--- src/rtl/add_arbiter.sv ---
// Two-requester arbiter in front of a shared pipelined 8-bit adder.
// Bursty ownership with a fairness cap; a tag pipeline routes each sum back to its requester.
module add_arbiter #(
  parameter int unsigned MAX_BURST = 100,
  parameter int unsigned ADD_LAT   = 1
) (
  input  logic       clk,
  input  logic       reset,
  input  logic       r0_valid,
  input  logic       r1_valid,
  output logic       r0_ready,
  output logic       r1_ready,
  input  logic [7:0] r0_a,
  input  logic [7:0] r0_b,
  input  logic [7:0] r1_a,
  input  logic [7:0] r1_b,
  output logic [7:0] add_a,
  output logic [7:0] add_b,
  input  logic [7:0] add_x,
  output logic       res0_valid,
  output logic       res1_valid,
  output logic [7:0] res_data,
  output logic [1:0] dbg_owner
);

  // Handshake: an operand pair transfers on a rising edge where rN_valid and rN_ready
  // are both 1; ready never rises without its valid and never for both requesters at once.

  typedef enum logic [1:0] {
    OWN_NONE = 2'd0,
    OWN_0    = 2'd1,
    OWN_1    = 2'd2
  } owner_e;

  localparam logic [7:0] MAX_BURST_C = 8'(MAX_BURST);

  owner_e     owner_q, owner_d;
  logic       last_q, last_d;
  logic [7:0] cnt_q, cnt_d;
  logic       grant_vld, grant_id;
  logic       own_id, own_valid, oth_valid, under_cap;

  logic [ADD_LAT:0] tag_vld;
  logic [ADD_LAT:0] tag_id;

  assign own_id    = (owner_q == OWN_1);
  assign own_valid = own_id ? r1_valid : r0_valid;
  assign oth_valid = own_id ? r0_valid : r1_valid;
  assign under_cap = (cnt_q < MAX_BURST_C);

  // State register
  always_ff @(posedge clk) begin
    if (reset) begin
      owner_q <= OWN_NONE;
      last_q  <= 1'b1;
      cnt_q   <= 8'd0;
    end else begin
      owner_q <= owner_d;
      last_q  <= last_d;
      cnt_q   <= cnt_d;
    end
  end

  // Next-state: continuing owner counts up; a new grantee (or a capped owner
  // re-granted because the other side is idle) restarts the burst at 1.
  always_comb begin
    owner_d = owner_q;
    last_d  = last_q;
    cnt_d   = cnt_q;
    if (!grant_vld) begin
      owner_d = OWN_NONE;
      cnt_d   = 8'd0;
    end else if (owner_q != OWN_NONE && grant_id == own_id && under_cap) begin
      cnt_d = cnt_q + 8'd1;
    end else begin
      owner_d = grant_id ? OWN_1 : OWN_0;
      cnt_d   = 8'd1;
      last_d  = grant_id;
    end
  end

  // Output (grant) logic
  always_comb begin
    grant_vld = 1'b0;
    grant_id  = 1'b0;
    if (owner_q == OWN_NONE) begin
      if (r0_valid && r1_valid) begin
        grant_vld = 1'b1;
        grant_id  = ~last_q;
      end else if (r0_valid) begin
        grant_vld = 1'b1;
        grant_id  = 1'b0;
      end else if (r1_valid) begin
        grant_vld = 1'b1;
        grant_id  = 1'b1;
      end
    end else if (own_valid && under_cap) begin
      grant_vld = 1'b1;
      grant_id  = own_id;
    end else if (oth_valid) begin
      grant_vld = 1'b1;
      grant_id  = ~own_id;
    end else if (own_valid) begin
      grant_vld = 1'b1;
      grant_id  = own_id;
    end
    if (reset) grant_vld = 1'b0;
  end

  assign r0_ready  = grant_vld && !grant_id;
  assign r1_ready  = grant_vld &&  grant_id;
  assign dbg_owner = owner_q;

  always_ff @(posedge clk) begin
    if (reset) begin
      add_a <= 8'd0;
      add_b <= 8'd0;
    end else if (grant_vld) begin
      add_a <= grant_id ? r1_a : r0_a;
      add_b <= grant_id ? r1_b : r0_b;
    end
  end

  // Tag stage ADD_LAT lines up with the adder output for the same operands.
  always_ff @(posedge clk) begin
    if (reset) begin
      tag_vld <= '0;
      tag_id  <= '0;
    end else begin
      tag_vld <= {tag_vld[ADD_LAT-1:0], grant_vld};
      tag_id  <= {tag_id[ADD_LAT-1:0], grant_id};
    end
  end

  assign res0_valid = !reset && tag_vld[ADD_LAT] && !tag_id[ADD_LAT];
  assign res1_valid = !reset && tag_vld[ADD_LAT] &&  tag_id[ADD_LAT];
  assign res_data   = add_x;

endmodule

--- config.mk ---
export PLATFORM = sky130hd
export DESIGN_NAME = add_arbiter
export DESIGN_NICKNAME = d
export VERILOG_FILES = /design/src/rtl/add_arbiter.sv
export SDC_FILE = /design/constraint.sdc
export NUM_CORES = 1
export LEC_CHECK = 0
export BUFFER_PORTS_ARGS = -buffer_cell sky130_fd_sc_hd__buf_2
export CORE_ASPECT_RATIO = 1.75
export CORE_MARGIN = 2
export CORE_UTILIZATION = 50
export DETAILED_ROUTE_END_ITERATION = 16
export PLACE_DENSITY = 0.84
export SKIP_LAST_GASP = 1
export SLEW_MARGIN = 20
export SYNTH_ARGS = -nofsm -noshare
export SYNTH_HDL_FRONTEND = slang
export SYNTH_SLANG_ARGS = --single-unit
--- constraint.sdc ---
create_clock -name clk -period 4.3 [get_ports clk]
set_clock_uncertainty 0.1 [all_clocks]
set_input_delay 0.215 -clock clk [delete_from_list [all_inputs] [get_ports clk]]
set_output_delay 0.215 -clock clk [all_outputs]
set_load 0.005 [all_outputs]
==> metrics.txt <==
Ys Warns 0; initial antenna violation count 0; site row count 27; Post-Syn Instances 182; Critical Path, Cell by Cell o311ai_2, and2_2, a21oi_2, buf_4, o21ai_1, nor2_1, buf_2; Distinct cells, synth 39; min Tclk post-route approximately 2400 ps; post-synth net total between 200 and 250; asr flop ratio synth 0; Top Usage Layer GRT met2; final instance area 1940 um^2; post-synth top area share 0.381; Port Buffers 57; CTS resizes 0; Synth top cells by count dfxtp_1, nor3_1, nor3b_1; routed vias/inst 5.79; count leader, synth dfxtp_1; synth top area cells dfxtp_1, mux2_2, nor3b_1; 1st-iter DRT viols 27; Most used DFF post-synth dfxtp_1; final net count 270; syn avg cell area between 8 and 9 um^2; H-tree Lvls 2; CTS Hold Buffers Added 0; ANT nets after route 0; Final TNS setup 0 ps; total track usage 0.229; Tcrit/Tclk final 0.559; Die Wd about 47 um; Core Region roughly 3100 um^2; vias 1551; drt first pass iters 4; Max IR drop VDD about 0.0003 V; CTS tree built; DPL Wire Length roughly 2700 um; multiplexer area fraction after synthesis 0.0898; unrepaired setup endpoints after global routing no; Reg clk slew, reported paths ~60 ps; PD cells roughly 350 nW/um^2; WS Path Type reg -> out; largest net degree at the start of global routing 31; synthesized cell area ~1600 um^2; Worst slew margin 0.627; # Max-Cap Violations 0; crit path max-delay cell type dfxtp_1; M1 GR Usage 0.264; Peak Freq 0.416 GHz; vias in the first global route roughly 1500; number of diodes 0; Simple-Gate Fraction of Synth Area 0.256; clock latency on the worst-skew pair between 200 and 300 ps; CP max stage delay about 350 ps; fin. max-slew vios 0; Post-CTS Setup Inserts 0; root buffer cell clkbuf_8; Final setup viols 0; GRT overflow 0; clock sink count 31; flops & latches, synth 31; DRT Wirelength ~3900 um; Worst setup EP type output pin; sequential element share of the synthesized area 0.381; first-pass GRT wire length between 6000 and 7000 um; post-synthesis adder-cell area fraction 0.00767; met3 GRT Util 0.0475; routed len/inst 14.5 um; DRC Markers 0; worst path required time 3980 ps; initial core utilization 0.519; element type at the critical path start flip-flop; P_leak 0.812 nW; clk buf depth 2; dominant cell type by area after synthesis dfxtp_1; layout cells sized above 1 0.373; Area growth, synth to finish 18.8%; Inserted Clock Buffers 5; WHS approximately 90 ps; outcome finished clean; Synth Area in Compound Gates 0.150; Die Y 79.5 um; largest family of logic cells by synthesized area simple AND/OR/NAND/NOR gates; I/O Pins 74; WP data arrival between 2000 and 2500 ps; Post-synth EDFFs 0; Worst-Margin Slew roughly 560 ps; die area 3750 um^2; Placed Instance Area 1850 um^2; Hold/Removal Path Class in -> reg; XOR/XNOR Fraction of Synth Area 0.0269; final hold vios 0; met2 usage 0.379; RD Place Congestion ~0.84; Crit Path Max Fanout 30
[layout make-up]
cell class                 instances  area [um^2]
clock buffer                       6         82.6
tap                               43         53.8
timing repair buffer              58          293
multi-input combinational        125          867
inverter                           4         15.0
fill                             307         1200
sequential                        31          621
clock inverter                     1         5.00
[sequential cells by signal, indices dropped and copies added (netlist names)]
signal / flops
add_b: 8
cnt_q: 8
tag_id: 2
dbg_owner: 2
add_a: 8
last_q: 1
tag_vld: 2
[through the flow]
step | utilization | std cells | worst slack (ps) | power [W]
after global placement | 0.589 | 261 | 2190 | 0.000458
after global routing | 0.616 | 268 | 1750 | 0.000713
after CTS | 0.616 | 268 | 1890 | 0.000689
final | 0.616 | 268 | 1900 | 0.000687
after floorplan | - | 182 | 2600 | 0.000420
after detailed placement | 0.589 | 261 | 2180 | 0.000460
[worst paths after layout]
| check | start | end | slack, ps | cells past startpoint |
|---|---|---|---|---|
| worst max-delay path | cnt_q[2] | r1_ready | 1900 | 7 |
| worst max register to register | cnt_q[2] | add_b[2] | 2290 | 6 |
| worst min-delay path | r1_b[7] | add_b[7] | 90 | 2 |
| worst min register to register | tag_id[0] | tag_id[1] | 340 | 1 |
[worst max-delay path, delay by kind of cell, from the launching register on]
kind / cells / cell delay [ps]
buf+inv: 2 / 380
compound gates: 3 / 750
simple gates: 2 / 330
flops: 1 / 350
[power by group]
| part | leakage, nW | internal [W] | switching, W |
|---|---|---|---|
| Combinational | 0.509 | 0.0000662 | 0.0000705 |
| Clock | 0.0470 | 0.000125 | 0.000106 |
| Sequential | 0.256 | 0.000308 | 0.0000112 |
| Total | 0.812 | 0.000499 | 0.000188 |
[metal layers]
| metal | up-vias | wire, um |
|---|---|---|
| met3 | 11 | 190 |
| li1 | 751 | - |
| met2 | 58 | 2090 |
| met4 | 0 | 106 |
| met1 | 731 | 1520 |
| met5 | - | 0 |
[cells in the final DEF, fill, tap and decap left out, drive strengths merged, types with 2 or more instances in the layout]
master / instances
mux2: 13
nand3: 2
buf: 58
nor4: 14
and3: 3
a21oi: 4
nor2: 13
dfxtp: 31
inv: 3
nor2b: 3
nand2: 5
clkbuf: 6
o22ai: 13
a21o: 2
o221a: 3
clkinv: 2
a211oi: 2
nor3: 16
nor3b: 14
xor2: 2
xnor2: 3
o21ai: 3
[logic make-up (layout without fill, tap and decap cells)]
family / count (synthesis) / count (layout)
xor gates and xnor gates: 5 / 5
adders and majority gates: 1 / 1
and+or+nand+nor: 72 / 72
DFF: 31 / 31
muxes: 13 / 13
AOI/OAI and AO/OA: 33 / 33
buffers and inverters: 26 / 69
other: 1 / 1
No activity file was read; power rests on OpenSTA's default activity.
